`src/rtl/mux8_pkg.sv`:
```
// Shared constants and types for the registered 8:1 data selector.
package mux8_pkg;

  localparam int unsigned NUM_IN        = 8;
  localparam int unsigned SEL_W         = 3;
  localparam int unsigned DEFAULT_WIDTH = 16;

  typedef logic [DEFAULT_WIDTH-1:0] data_t;

endpackage : mux8_pkg

```
`src/rtl/mux8_onehot_dec.sv`:
```
// 3-bit select code to 8-bit one-hot enable vector for the AND-OR select path.
module mux8_onehot_dec
  import mux8_pkg::*;
(
  input  logic [SEL_W-1:0]  sel,
  output logic [NUM_IN-1:0] onehot
);

  always_comb begin
    onehot      = '0;
    onehot[sel] = 1'b1;
  end

endmodule : mux8_onehot_dec

```
`src/rtl/mux8.sv`:
```
// Registered 8:1 selector with valid flag; defining MUX8_PARITY_EN adds the
// registered even-parity output out_par.
module mux8
  import mux8_pkg::*;
#(
  parameter int unsigned WIDTH = DEFAULT_WIDTH
) (
  input  logic             clk,
  input  logic             rst_n,
  input  logic [SEL_W-1:0] sel,
  input  logic             in_valid,
  input  logic [WIDTH-1:0] in0,
  input  logic [WIDTH-1:0] in1,
  input  logic [WIDTH-1:0] in2,
  input  logic [WIDTH-1:0] in3,
  input  logic [WIDTH-1:0] in4,
  input  logic [WIDTH-1:0] in5,
  input  logic [WIDTH-1:0] in6,
  input  logic [WIDTH-1:0] in7,
  output logic [WIDTH-1:0] out,
  output logic             out_valid
`ifdef MUX8_PARITY_EN
  ,
  output logic             out_par
`endif
);

  logic [NUM_IN-1:0] sel_onehot;
  logic [WIDTH-1:0]  in_arr [NUM_IN];
  logic [WIDTH-1:0]  sel_data;

  assign in_arr[0] = in0;
  assign in_arr[1] = in1;
  assign in_arr[2] = in2;
  assign in_arr[3] = in3;
  assign in_arr[4] = in4;
  assign in_arr[5] = in5;
  assign in_arr[6] = in6;
  assign in_arr[7] = in7;

  mux8_onehot_dec u_dec (
    .sel    (sel),
    .onehot (sel_onehot)
  );

  // Exactly one enable is hot, so OR-ing the gated inputs yields in[sel].
  always_comb begin
    sel_data = '0;
    for (int i = 0; i < NUM_IN; i++) begin
      sel_data = sel_data | (in_arr[i] & {WIDTH{sel_onehot[i]}});
    end
  end

  always_ff @(posedge clk or negedge rst_n) begin
    if (!rst_n) begin
      out       <= '0;
      out_valid <= 1'b0;
    end else begin
      out_valid <= in_valid;
      if (in_valid) begin
        out <= sel_data;
      end
    end
  end

`ifdef MUX8_PARITY_EN
  always_ff @(posedge clk or negedge rst_n) begin
    if (!rst_n) begin
      out_par <= 1'b0;
    end else if (in_valid) begin
      out_par <= ^sel_data;
    end
  end
`endif

endmodule : mux8

```
`config.mk`:
```
export PLATFORM = sky130hd
export DESIGN_NAME = mux8
export DESIGN_NICKNAME = d
export VERILOG_FILES = /design/src/rtl/mux8_pkg.sv /design/src/rtl/mux8_onehot_dec.sv /design/src/rtl/mux8.sv
export SDC_FILE = /design/constraint.sdc
export NUM_CORES = 1
export LEC_CHECK = 0
export BUFFER_PORTS_ARGS = -buffer_cell sky130_fd_sc_hd__buf_2
export CELL_PAD_IN_SITES_DETAIL_PLACEMENT = 1
export CELL_PAD_IN_SITES_GLOBAL_PLACEMENT = 2
export CORE_ASPECT_RATIO = 1.25
export CORE_MARGIN = 2
export CORE_UTILIZATION = 17
export CTS_CLUSTER_SIZE = 12
export DETAILED_ROUTE_END_ITERATION = 8
export PLACE_DENSITY_LB_ADDON = 0.12
export SLEW_MARGIN = 10
export SYNTH_ARGS = -nofsm -noshare
export SYNTH_HDL_FRONTEND = slang
export SYNTH_SLANG_ARGS = --single-unit
```
`constraint.sdc`:
```
create_clock -name clk -period 0.8 [get_ports clk]
set_input_delay 0.12 -clock clk [delete_from_list [all_inputs] [get_ports clk]]
set_output_delay 0.12 -clock clk [all_outputs]
set_load 0.1 [all_outputs]
```
==> results of run 1 <==
==> registers in the layout, indices dropped and copies added, names as in the netlist <==
signal / cells
out_valid: 1
out: 16
==> kinds of logic (layout without fill, tap and decap cells) <==
| family | count (synthesis) | after routing | synth area share, % |
|---|---|---|---|
| AO/OA/AOI/OAI | 88 | 88 | 42.1 |
| AND/OR/NAND/NOR | 26 | 27 | 7.98 |
| multiplexers | 24 | 24 | 16.1 |
| buffers and inverters | 21 | 186 | 7.75 |
| flip-flops | 17 | 17 | 26.1 |
==> timing repair <==
item | in CTS | in global routing
setup buffers | 3 | 2
gates resized for setup | 61 | 7
cloned | 2 | 3
setup endpoints to repair | 33 | 33
hold buffers | 1 | 0
endpoints found under the hold margin | 17 | 0
pin swaps | 34 | 13
==> layer usage <==
layer  share of wire, %  vias up  global-route usage (%)
li1                   -     1047                       -
met1                 36     1042                    17.8
met2                 56       90                    30.6
met3                7.4        2                    3.96
met4               0.29        0                    3.03
met5                  0        -                       0
==> report_power, final <==
part / total [mW] / internal (mW) / switching, mW
clock network: 1.04 / 0.670 / 0.366
registers: 1.11 / 0.991 / 0.123
logic: 2.70 / 1.23 / 1.47
==> placed cells by master, fill, tap and decap left out, types with 2 or more instances in the layout <==
cell type / synthesis / routed
clkbuf_16: 0 / 5
o211ai_1: 7 / 7
a221oi_2: 2 / 15
a21o_1: 8 / 8
mux2_2: 14 / 3
buf_16: 0 / 3
dfrtp_2: 0 / 17
a22oi_2: 0 / 11
mux2_4: 1 / 12
a22oi_1: 23 / 12
a22o_1: 9 / 9
nand2_2: 0 / 2
nand2_1: 7 / 5
a31oi_1: 8 / 8
a21oi_2: 1 / 2
o22a_1: 7 / 7
mux2i_1: 9 / 9
a21oi_1: 7 / 6
nor2_4: 0 / 2
buf_12: 0 / 23
nor2_1: 11 / 9
buf_2: 9 / 130
buf_4: 1 / 15
buf_6: 4 / 8
==> layout make-up <==
cell class / instances / area [um^2] / area share (%)
sequential: 17 / 447 / 12.9
timing repair buffer: 182 / 1460 / 42.1
clock inverter: 1 / 5.00 / 0.145
multi-input combinational: 139 / 1320 / 38.2
tap: 123 / 154 / 4.45
clock buffer: 3 / 75.1 / 2.17
==> how the worst max path moves through the flow <==
stage,end,slack (ps),cells after the start
floorplan,out[4]$_DFFE_PN0P_,-380,6
global placement,out[7]$_DFFE_PN0P_,-660,5
detailed placement,out[1]$_DFFE_PN0P_,-770,5
CTS,out[15],-180,1
global route,out[9]$_DFFE_PN0P_,-200,6
finish,out[15],-170,1
==> metrics by stage <==
step / util [%] / hold WS (ps) / instance area, um^2 / std cells / worst slack (ps)
floorplan: - / -176 / 1740 / 176 / -384
global placement: 31.8 / 90.0 / 2930 / 450 / -658
detailed placement: 31.8 / 91.7 / 2930 / 450 / -769
CTS: 36.3 / 196 / 3350 / 460 / -181
global route: 37.5 / 218 / 3460 / 465 / -204
finish: 37.5 / 207 / 3460 / 465 / -171
==> impl_metrics.env, run 1 <==
export IMPL_whs_path_depth=3
export IMPL_cp_arrival_ps=850
export IMPL_nNetsFinal=477
export IMPL_cp_cell_sequence="buf_12"
export IMPL_status="complete, but fails checks"
export IMPL_reg2reg_depth=2
export IMPL_diodes=0
export IMPL_max_slew_margin_pct=69.9
export IMPL_dr_pass1_iters=4
export IMPL_grt_pass1_wl_mm=13.1
export IMPL_ys_seq_elements=17
export IMPL_finalCritPeriodShare_pct=121
export IMPL_path_delay_family="flip-flops"
export IMPL_slowest_stage="dfrtp_2"
export IMPL_period_needed_ps=971
export IMPL_ys_flop_type="dfrtp_1"
export IMPL_synth_top_cell_by_area="dfrtp_1"
export IMPL_vias=2181
export IMPL_worst_path_buf_inv=1
export IMPL_ys_seq_area_share_pct=26.1
export IMPL_crit_type="reg2out"
export IMPL_die_w_um=91.6
export IMPL_grt_pass1_vias=2532
export IMPL_yosysTopAreaCellShare_pct=26.1
export IMPL_max_stage_delay_ps=430
export IMPL_layout_setup_ws_ps=-171
export IMPL_maxSlewViolCount=0
export IMPL_endpoint_kind="output pin"
export IMPL_rr_endpoint="out[8]$_DFFE_PN0P_"
export IMPL_whs_endpoint="out[14]$_DFFE_PN0P_"
export IMPL_die_h_um=113
export IMPL_clockRootBuffer="clkbuf_16"
export IMPL_syn_avg_cell_area_um2=9.26
export IMPL_netlist_top_cells_count="a22oi_1, dfrtp_1, a221oi_1, mux2_2, nor2_1"
export IMPL_overflow=0
export IMPL_area_growth_pct=112
export IMPL_ant_nets=0
export IMPL_synth_edf_count=0
export IMPL_drt_iter0_drc=50
export IMPL_synthArstFlopShare_pct=100
export IMPL_syn_cell_area_mm2=0.00163
export IMPL_failed_checks="setup timing"
export IMPL_initial_core_util_pct=17.7
export IMPL_wl_mm=8.50
export IMPL_clock_sinks=17
export IMPL_htreeDepth=1
export IMPL_fp_row_count=39
export IMPL_p_leak_nw=1.61
export IMPL_tightest_slew_ps=452
export IMPL_critPathLaunch="out[15]$_DFFE_PN0P_"
export IMPL_cap_violations=0
export IMPL_hp_start="sel[0]"
export IMPL_cp_required_ps=680
export IMPL_critPathLaunchType="flip-flop"
export IMPL_cts_buffers_inserted=3
export IMPL_skew_ps=0
export IMPL_antenna_found_initial=1
export IMPL_path_max_fanout=2
export IMPL_fp_coreArea_mm2=0.00922
export IMPL_yosysUniqueCellTypes=32
export IMPL_gp_congestion=0.711
export IMPL_drc=0
export IMPL_hp_class="in2reg"
export IMPL_hold_viol_final=0
export IMPL_max_freq_mhz=1030
export IMPL_power_mw=4.85
export IMPL_wl_per_cell_um=18.3
export IMPL_finalSetupViolations=33
export IMPL_reg2reg_from="out[8]$_DFFE_PN0P_"
export IMPL_yosysMostFrequentCell="a22oi_1"
export IMPL_synth_area_leaders="dfrtp_1, a22oi_1, mux2_2"
export IMPL_clk_path_buf_depth=2
export IMPL_clk_latency_ps=250
export IMPL_portBuffers=150
export IMPL_tns_ps=-4460
export IMPL_place_hpwl_mm=6.77
export IMPL_grt_max_degree=25
export IMPL_ios=151
export IMPL_drive_gt1_share_pct=75.4
export IMPL_p_per_area_mw_per_mm2=1400
export IMPL_synth_nets=310
export IMPL_irDropWorstVdd_mv=0.687
export IMPL_rrSetupSlack_ps=-60
export IMPL_vias_per_cell=4.69
export IMPL_fill_cells=1081
export IMPL_clk_pin_slew_worst_paths_ps=50
export IMPL_grtUsageTotal_pct=16.0
export IMPL_syn_inst=176
export IMPL_cts_tree="built"
export IMPL_rsz0062_at_grt="yes"
export IMPL_yosys_warnings=0
export IMPL_die_area_mm2=0.0104
No activity file was read; power rests on OpenSTA's default activity.
==> run 2, diff against run 1 <==
--- a/config.mk
+++ b/config.mk
@@ -5,12 +5,13 @@
 export SDC_FILE = /design/constraint.sdc
 export NUM_CORES = 1
 export LEC_CHECK = 0
+export ABC_AREA = 1
 export BUFFER_PORTS_ARGS = -buffer_cell sky130_fd_sc_hd__buf_2
 export CELL_PAD_IN_SITES_DETAIL_PLACEMENT = 1
 export CELL_PAD_IN_SITES_GLOBAL_PLACEMENT = 2
 export CORE_ASPECT_RATIO = 1.25
 export CORE_MARGIN = 2
-export CORE_UTILIZATION = 17
+export CORE_UTILIZATION = 16
 export CTS_CLUSTER_SIZE = 12
 export DETAILED_ROUTE_END_ITERATION = 8
 export PLACE_DENSITY_LB_ADDON = 0.12
==> impl_metrics.env, run 2 <==
export IMPL_layout_commonest_cell="buf_2"
export IMPL_nNetsFinal=671
export IMPL_tns_ps=-6320
export IMPL_clk_latency_ps=250
export IMPL_largest_reg_flops=16
export IMPL_switchingPower_mw=2.42
export IMPL_clk_pin_slew_worst_paths_ps=60
export IMPL_final_cell_mix="buf_2, nand2_1, nand4_1"
export IMPL_power_mw=5.70
export IMPL_grt_max_degree=32
export IMPL_maxSlewViolCount=0
export IMPL_ys_seq_elements=17
export IMPL_p_per_area_mw_per_mm2=1200
export IMPL_dr_pass1_iters=4
export IMPL_die_w_um=105
export IMPL_rsz0062_at_grt="yes"
export IMPL_irDropWorstVdd_mv=0.679
export IMPL_rrSetupSlack_ps=-50
export IMPL_diodes=0
export IMPL_max_stage_delay_ps=500
export IMPL_yosys_warnings=0
export IMPL_regMostFlops="out"
export IMPL_cap_violations=0
export IMPL_wl_per_cell_um=19.9
export IMPL_p_int_mw=3.28
export IMPL_whs_path_depth=2
export IMPL_finalCritPeriodShare_pct=132
export IMPL_p_clk_share_pct=17.9
export IMPL_p_leak_nw=2.38
export IMPL_vias=3376
export IMPL_synth_top_cell_by_area="nand4_1"
export IMPL_hp_class="in2reg"
export IMPL_fp_coreArea_mm2=0.0125
export IMPL_syn_cell_area_mm2=0.00203
export IMPL_gp_congestion=0.742
export IMPL_p_seq_share_pct=20.9
export IMPL_ys_flop_type="dfrtp_1"
export IMPL_cp_cell_sequence="buf_12"
export IMPL_grtUsageTotal_pct=20.4
export IMPL_yosysMostFrequentCell="nand2_1"
export IMPL_largestRegisters="out x16, out_valid x1"
export IMPL_skew_ps=0
export IMPL_hold_viol_final=0
export IMPL_status="complete, but fails checks"
export IMPL_ios=151
export IMPL_die_area_mm2=0.0136
export IMPL_finalSetupViolations=33
export IMPL_critPathLaunchType="flip-flop"
export IMPL_max_slew_margin_pct=63.3
export IMPL_switching_share_pct=42.5
export IMPL_crit_type="reg2out"
export IMPL_initial_core_util_pct=16.2
export IMPL_slowest_stage="dfrtp_4"
export IMPL_drc=0
export IMPL_clockRootBuffer="clkbuf_16"
export IMPL_netlist_top_cells_count="nand2_1, nand4_1, nand3_1, nor2_1, buf_2"
export IMPL_grt_pass1_vias=3665
export IMPL_overflow=0
export IMPL_cts_tree="built"
export IMPL_antenna_found_initial=0
export IMPL_path_max_fanout=2
export IMPL_max_freq_mhz=950
export IMPL_failed_checks="setup timing"
export IMPL_clk_path_buf_depth=2
export IMPL_yosysTopAreaCellShare_pct=29.5
export IMPL_portBuffers=150
export IMPL_yosysUniqueCellTypes=12
export IMPL_grt_pass1_wl_mm=21.2
export IMPL_period_needed_ps=1050
export IMPL_drive_gt1_share_pct=57.8
export IMPL_worst_path_buf_inv=1
export IMPL_vias_per_cell=4.80
export IMPL_cp_arrival_ps=930
export IMPL_syn_avg_cell_area_um2=5.83
export IMPL_synth_edf_count=0
export IMPL_combPwrFrac_pct=61.2
export IMPL_wl_mm=14.0
export IMPL_ys_seq_area_share_pct=20.9
export IMPL_synth_nets=483
export IMPL_place_hpwl_mm=8.89
export IMPL_die_h_um=130
export IMPL_drt_iter0_drc=92
export IMPL_cp_required_ps=680
export IMPL_layout_setup_ws_ps=-253
export IMPL_synth_area_leaders="nand4_1, nand2_1, dfrtp_1"
export IMPL_fp_row_count=46
export IMPL_tightest_slew_ps=550
export IMPL_clock_sinks=17
export IMPL_htreeDepth=1
export IMPL_ant_nets=0
export IMPL_area_growth_pct=133
export IMPL_reg2reg_depth=3
export IMPL_syn_inst=349
export IMPL_synthArstFlopShare_pct=100
export IMPL_cts_buffers_inserted=3
export IMPL_endpoint_kind="output pin"
export IMPL_path_delay_family="flip-flops"
export IMPL_crit_cells=1
==> run 2: final timing paths <==
check / from / to
min in group asynchronous: rst_n / out[6]$_DFFE_PN0P_
hold reg to reg: out[13]$_DFFE_PN0P_ / out[13]$_DFFE_PN0P_
setup / recovery: out[3]$_DFFE_PN0P_ / out[3]
hold / removal: in_valid / out_valid$_DFF_PN0_
max in group asynchronous: rst_n / out[4]$_DFFE_PN0P_
setup reg to reg: out[4]$_DFFE_PN0P_ / out[4]$_DFFE_PN0P_
==> run 2: metal layers <==
metal	global-route usage, %	wire [um]	up-vias
li1	-	-	1623
met1	23.5	5490	1661
met2	41.4	7890	84
met3	1.80	468	8
met4	3.22	161	0
met5	0	0	-
==> run 2: cell type report <==
class                      count  area, um^2
sequential                    17         484
clock buffer                   3        75.1
multi-input combinational    289        1610
tap                          168         210
inverter                       4        40.0
clock inverter                 1        5.00
fill                        1547        7810
timing repair buffer         222        2320
==> run 2: cells by family (layout without fill, tap and decap cells) <==
| kind of cell | Yosys count | in the layout | share of synthesized area (%) |
|---|---|---|---|
| flip-flops | 17 | 17 | 20.9 |
| AND/OR/NAND/NOR | 289 | 289 | 67.2 |
| buffers and inverters | 43 | 230 | 11.9 |
==> run 2: power groups by stage <==
stage / registers [mW] / logic [mW] / clock network, mW
finish: 1.19 / 3.49 / 1.02
global placement: 1.22 / 2.68 / 0
global route: 1.21 / 3.68 / 1.07
detailed placement: 1.22 / 2.70 / 0
floorplan: 1.99 / 0.678 / 0
CTS: 1.20 / 3.52 / 1.04
==> run 2: repair_timing <==
item / in CTS / in global routing
resized for setup: 127 / 21
buffers inserted: 25 / 0
pin swaps: 86 / 28
hold endpoints to repair: 17 / 0
hold buffers: 1 / 0
gates cloned: 22 / 0
setup endpoints to repair: 33 / 33
==> run 2: per-stage QoR <==
step	std cells	instance area, um^2	hold WS (ps)	setup WS, ps	utilization [%]
floorplan	349	2180	-176	-88.7	-
global placement	655	3400	73.6	-558	27.1
detailed placement	655	3400	82.1	-587	27.1
CTS	706	4720	228	-261	37.7
global route	704	4740	237	-265	37.8
finish	704	4740	228	-253	37.8
